**src/rtl/rf_port_arb.sv**
```systemverilog
// Shared-port scheduler for the 32x32 register file: arbitrates ALU/MEM writebacks and decode reads,
// keeps reads from passing older same-register writes and bounds read starvation.
module rf_port_arb #(
    parameter int DW         = 32,
    parameter int AW         = 5,
    parameter int STARVE_MAX = 3
) (
    input  logic          t2,
    input  logic          rst_n,
    input  logic          rd_req,
    input  logic [AW-1:0] rd_ar,
    input  logic [AW-1:0] rd_br,
    output logic          rd_gnt,
    output logic          rd_vld,
    input  logic          wa_req,
    input  logic [AW-1:0] wa_wr,
    input  logic [DW-1:0] wa_w,
    output logic          wa_gnt,
    input  logic          wm_req,
    input  logic [AW-1:0] wm_wr,
    input  logic [DW-1:0] wm_w,
    output logic          wm_gnt,
    output logic          rf_rwe,
    output logic [AW-1:0] rf_wr,
    output logic [DW-1:0] rf_w,
    output logic [AW-1:0] rf_ar,
    output logic [AW-1:0] rf_br
);

    localparam int            CW         = 4;
    localparam logic [CW-1:0] STARVE_LIM = CW'(STARVE_MAX);
    localparam logic [CW-1:0] CNT_ONE    = CW'(1);
    localparam logic [AW-1:0] REG_ZERO   = {AW{1'b0}};

    typedef enum logic {
        SEL_ALU = 1'b0,
        SEL_MEM = 1'b1
    } wsel_e;

    wsel_e          rr_q, rr_d;
    logic [CW-1:0]  starve_q, starve_d;
    logic           rwe_q, rwe_d;
    logic [AW-1:0]  wr_q, wr_d;
    logic [DW-1:0]  w_q, w_d;
    logic [AW-1:0]  ar_q, ar_d;
    logic [AW-1:0]  br_q, br_d;
    logic           rd_pend_q, rd_pend_d;
    logic           rd_vld_q, rd_vld_d;

    logic           haz_a_s, haz_m_s, both_s;
    logic           gnt_a_s, gnt_m_s, gnt_r_s, gnt_w_s;

    // A pending writer conflicts with the waiting read if it targets a real register the read uses
    always_comb begin
        haz_a_s = rd_req & wa_req & (wa_wr != REG_ZERO) & ((wa_wr == rd_ar) | (wa_wr == rd_br));
        haz_m_s = rd_req & wm_req & (wm_wr != REG_ZERO) & ((wm_wr == rd_ar) | (wm_wr == rd_br));
        both_s  = wa_req & wm_req;
    end

    // Priority arbitration: hazard writes, starvation read, round-robin writes, then plain read
    always_comb begin
        gnt_a_s = 1'b0;
        gnt_m_s = 1'b0;
        gnt_r_s = 1'b0;
        if (!rst_n) begin
            gnt_a_s = 1'b0;
        end else if (haz_a_s | haz_m_s) begin
            if (haz_a_s & haz_m_s) begin
                gnt_a_s = (rr_q == SEL_ALU);
                gnt_m_s = (rr_q == SEL_MEM);
            end else begin
                gnt_a_s = haz_a_s;
                gnt_m_s = haz_m_s;
            end
        end else if (rd_req & (starve_q == STARVE_LIM)) begin
            gnt_r_s = 1'b1;
        end else if (both_s) begin
            gnt_a_s = (rr_q == SEL_ALU);
            gnt_m_s = (rr_q == SEL_MEM);
        end else if (wa_req) begin
            gnt_a_s = 1'b1;
        end else if (wm_req) begin
            gnt_m_s = 1'b1;
        end else if (rd_req) begin
            gnt_r_s = 1'b1;
        end else begin
            gnt_r_s = 1'b0;
        end
        gnt_w_s = gnt_a_s | gnt_m_s;
    end

    // Fairness state and the port image driven in the cycle after a grant
    always_comb begin
        rr_d      = rr_q;
        starve_d  = starve_q;
        rwe_d     = 1'b0;
        wr_d      = wr_q;
        w_d       = w_q;
        ar_d      = ar_q;
        br_d      = br_q;
        rd_pend_d = gnt_r_s;
        rd_vld_d  = rd_pend_q;

        if (gnt_w_s & both_s) begin
            rr_d = (rr_q == SEL_ALU) ? SEL_MEM : SEL_ALU;
        end else begin
            rr_d = rr_q;
        end

        if (!rd_req || gnt_r_s) begin
            starve_d = {CW{1'b0}};
        end else if (gnt_w_s && (starve_q < STARVE_LIM)) begin
            starve_d = starve_q + CNT_ONE;
        end else begin
            starve_d = starve_q;
        end

        // Writes to $0 still consume the grant but never reach the array
        if (gnt_a_s) begin
            rwe_d = (wa_wr != REG_ZERO);
            wr_d  = wa_wr;
            w_d   = wa_w;
        end else if (gnt_m_s) begin
            rwe_d = (wm_wr != REG_ZERO);
            wr_d  = wm_wr;
            w_d   = wm_w;
        end else begin
            rwe_d = 1'b0;
        end

        if (gnt_r_s) begin
            ar_d = rd_ar;
            br_d = rd_br;
        end else begin
            ar_d = ar_q;
            br_d = br_q;
        end
    end

    // State registers with synchronous active-low reset
    always_ff @(posedge t2) begin
        if (!rst_n) begin
            rr_q      <= SEL_ALU;
            starve_q  <= {CW{1'b0}};
            rwe_q     <= 1'b0;
            wr_q      <= {AW{1'b0}};
            w_q       <= {DW{1'b0}};
            ar_q      <= {AW{1'b0}};
            br_q      <= {AW{1'b0}};
            rd_pend_q <= 1'b0;
            rd_vld_q  <= 1'b0;
        end else begin
            rr_q      <= rr_d;
            starve_q  <= starve_d;
            rwe_q     <= rwe_d;
            wr_q      <= wr_d;
            w_q       <= w_d;
            ar_q      <= ar_d;
            br_q      <= br_d;
            rd_pend_q <= rd_pend_d;
            rd_vld_q  <= rd_vld_d;
        end
    end

    assign wa_gnt = gnt_a_s;
    assign wm_gnt = gnt_m_s;
    assign rd_gnt = gnt_r_s;
    assign rd_vld = rd_vld_q;
    assign rf_rwe = rwe_q;
    assign rf_wr  = wr_q;
    assign rf_w   = w_q;
    assign rf_ar  = ar_q;
    assign rf_br  = br_q;

endmodule

```
**config.mk**
```make
export PLATFORM = sky130hd
export DESIGN_NAME = rf_port_arb
export DESIGN_NICKNAME = d
export VERILOG_FILES = /design/src/rtl/rf_port_arb.sv
export SDC_FILE = /design/constraint.sdc
export NUM_CORES = 1
export LEC_CHECK = 0
export CAP_MARGIN = 10
export CORE_ASPECT_RATIO = 0.8
export CORE_MARGIN = 10
export CORE_UTILIZATION = 35
export DETAILED_ROUTE_END_ITERATION = 10
export GPL_ROUTABILITY_DRIVEN = 0
export GPL_TIMING_DRIVEN = 0
export HOLD_SLACK_MARGIN = 0.06
export PLACE_DENSITY = 0.84
export SYNTH_ARGS = -nofsm -noshare
export SYNTH_HDL_FRONTEND = slang
export SYNTH_SLANG_ARGS = --single-unit
```
**constraint.sdc**
```tcl
create_clock -name t2 -period 3.8 [get_ports t2]
set_clock_uncertainty 0.15 [all_clocks]
set_input_delay 0.76 -clock t2 [delete_from_list [all_inputs] [get_ports t2]]
set_output_delay 0.76 -clock t2 [all_outputs]
set_load 0.02 [all_outputs]
```
==> flow_metrics.env, run 1 <==
export IMPL_finalSetupTns_ns=0
export IMPL_gr_total_overflow=0
export IMPL_synth_seq_area_share=0.419
export IMPL_start_util=0.357
export IMPL_clkTransAtPathRegs_ns=0.09
export IMPL_clkPwrFrac=0.277
export IMPL_drtPass1Iterations=5
export IMPL_worst_pin_slew_ns=0.467
export IMPL_final_instance_count_excl_fill=536
export IMPL_postSynthCellCount=295
export IMPL_port_buffers=140
export IMPL_cp_required_ns=2.89
export IMPL_crit_path_cell_trace="clkdlybuf4s50_1 -> nor3_1 -> nand2_1 -> and3_1 -> and2_1 -> a2111oi_4 -> buf_4 -> clkdlybuf4s15_2"
export IMPL_dp_slack_ns=-0.463
export IMPL_cp_arrival_ns=2.83
export IMPL_max_cap_violations=0
export IMPL_ys_ff_latch=55
export IMPL_syn_avg_cell_area_um2=8.90
export IMPL_fp_dieH_um=97.5
export IMPL_num_vias=2756
export IMPL_cts_tree="yes"
export IMPL_finalPower_mw=1.47
export IMPL_finalSetupViolations=0
export IMPL_setup_worst_path_class="in2out"
export IMPL_slowest_stage="clkdlybuf4s50_1"
export IMPL_ios=141
export IMPL_critPathLaunchType="input port"
export IMPL_remaining_drc_errors=0
export IMPL_core_um2=7360
export IMPL_area_growth_pct=64.3
export IMPL_place_inst=525
export IMPL_initialDrtViolationCount=132
export IMPL_routed_wl_um=9500
export IMPL_final_cell_area_um2=4320
export IMPL_dp_hpwl_um=7550
export IMPL_synth_cell_type_count=31
export IMPL_fin_ws_ns=0.0602
export IMPL_cts_buffer_depth=2
export IMPL_power_frac_comb=0.288
export IMPL_switching_power_mw=0.413
export IMPL_grt_pass1_vias=2927
export IMPL_seqPwrFrac=0.435
export IMPL_yosys_warnings=0
export IMPL_gr_usage_all_layers=0.163
export IMPL_dpl_cell_area_um2=4140
export IMPL_fin_util=0.587
export IMPL_wl_per_cell_um=17.7
export IMPL_antenna_found_initial=0
export IMPL_drv_slew=0
export IMPL_ant_nets=0
export IMPL_numCtsBuffers=5
export IMPL_sw_frac_of_total=0.281
export IMPL_clock_sinks=55
export IMPL_hold_ws_ns=0.297
export IMPL_nets=535
export IMPL_fmax_mhz=267
export IMPL_finalHoldViolations=0
export IMPL_period_minus_slack_ns=3.74
export IMPL_critPathMaxFanout=4
export IMPL_grt_pass1_wl_um=15000
export IMPL_status="complete, no violations"
export IMPL_crit_path_end_kind="output port"
export IMPL_clockRootBuffer="clkbuf_8"
export IMPL_clk_latency_ns=0.30
export IMPL_drt_vias_per_instance=5.14
export IMPL_die_x_um=117
export IMPL_h_tree_depth=2
export IMPL_syn_area_um2=2630
export IMPL_ir_worst_vdd_mv=0.171
export IMPL_intPower_mw=1.06
export IMPL_rows=28
export IMPL_antenna_cells=0
export IMPL_relSlewSlack=0.689
export IMPL_layout_drive_gt1_share=0.0762
export IMPL_power_density_nw_per_um2=340
export IMPL_fillers=644
export IMPL_min_path_type="reg2reg"
export IMPL_fp_dieArea_um2=11400
export IMPL_p_leak_nw=1.72
export IMPL_fin_crit_sh=0.984
export IMPL_synth_nets=385
export IMPL_grt_max_degree=17
export IMPL_slowest_delay_ns=0.51
cells in the final DEF (no fill, tap or decap), types with 2 or more instances in the layout:
master           synthesis  final
dfxtp_1                 55     55
buf_6                    4      4
mux2i_1                 38     38
buf_4                    1      5
a21o_1                   2      2
buf_2                    7      6
clkdlybuf4s15_2          0      2
nand2_1                 33     33
and2_1                   4      4
nand3_1                  5      5
clkdlybuf4s50_1          0    135
clkbuf_2                 2      3
inv_1                    2      2
a21oi_1                 39     39
dlymetal6s2s_1           0      2
and3_1                   3      3
xnor2_1                 22     22
nor2_1                   9      9
clkbuf_8                 0      6
clkbuf_1                 6      6
o22ai_2                  0      2
o21ai_0                 37     37
o21ai_1                 10     10
nor3_1                   3      2
Yosys cell counts, drive strengths merged:
master | count | area share
buf | 12 | 0.033
nor2 | 9 | 0.013
a31oi | 1 | 0.0024
dfxtp | 55 | 0.42
a21oi | 39 | 0.074
o31a | 1 | 0.0033
nor3 | 3 | 0.0057
clkbuf | 8 | 0.012
o211a | 1 | 0.0038
xnor2 | 22 | 0.073
ha | 1 | 0.0048
o21ai | 47 | 0.090
a221o | 1 | 0.0038
or3 | 1 | 0.0024
o22ai | 2 | 0.0048
o221ai | 1 | 0.010
a21o | 2 | 0.0057
nand2 | 33 | 0.047
nand3 | 5 | 0.0095
and2 | 4 | 0.0095
a2111oi | 2 | 0.0091
and3 | 4 | 0.011
o311a | 1 | 0.0038
inv | 2 | 0.0029
mux2i | 38 | 0.14
area by class of cell:
cell class / count / area (um^2) / share of cell area
inverters: 2 / 7.51 / 0.00174
well taps: 90 / 113 / 0.0261
plain buffers: 20 / 123 / 0.0284
flip-flops and latches: 55 / 1100 / 0.255
clock inverters: 2 / 35.0 / 0.00812
clock buffers: 6 / 82.6 / 0.0191
repair buffers: 143 / 1430 / 0.331
multi-input cells: 218 / 1430 / 0.331
state kept, by name, indices dropped and copies added (netlist names):
register and count:
rf_w 32, rf_ar 5, rr_q 1, rf_wr 5, starve_q 4, rf_rwe 1, rd_pend_q 1, rf_br 5
rd_vld 1
cells by family after synthesis:
| group | count (synthesis) | synth area share |
|---|---|---|
| AOI/OAI and AO/OA | 98 | 0.211 |
| and+or+nand+nor | 59 | 0.0986 |
| DFF | 55 | 0.419 |
| muxes | 38 | 0.145 |
| xor gates and xnor gates | 22 | 0.0734 |
| buffers and inverters | 22 | 0.0486 |
| adders and majority gates | 1 | 0.00476 |
power groups by stage:
stage                     logic [mW]  registers (mW)  clock network [mW]
final                          0.423           0.638               0.407
after global routing           0.454           0.643               0.443
after CTS                      0.423           0.638               0.418
after detailed placement       0.419           0.650                   0
after global placement         0.412           0.647                   0
after floorplan                0.146           0.696                   0
layer usage:
layer / GRT usage / part of all wire
met5: 0 / 0
met4: 0.0361 / 0.0096
met3: 0.0728 / 0.10
met2: 0.278 / 0.50
met1: 0.180 / 0.39
worst max-delay path, delay by kind of cell:
| family | cells | cell delay, ns |
|---|---|---|
| compound gates | 1 | 0.33 |
| buf+inv | 3 | 0.96 |
| simple gates | 4 | 0.79 |
what timing repair did:
item | CTS | global route
pin swaps | 1 | 1
endpoints found under the setup margin | 3 | 3
buffers inserted | 1 | 2
hold buffers | 0 | 0
gates resized for setup | 10 | 6
endpoints found under the hold margin | 0 | 0
final timing paths:
kind	cells past startpoint	slack, ns	startpoint	to
setup / recovery	8	0.06	wm_wr[0]	rd_gnt
hold / removal	1	0.30	rd_pend_q$_SDFF_PN0_	rd_vld$_SDFF_PN0_
setup reg to reg	8	1.67	starve_q[0]$_SDFFE_PP0P_	rf_w[2]$_SDFFE_PN0P_
hold reg to reg	1	0.30	rd_pend_q$_SDFF_PN0_	rd_vld$_SDFF_PN0_
Note: power is estimated with default switching activity, not from simulation.
==> run 2: changes to the inputs <==
Settings changed: SLEW_MARGIN set to 30.
==> results of run 2 <==
Final layout, timing and power as in run 1 (identical DEF).
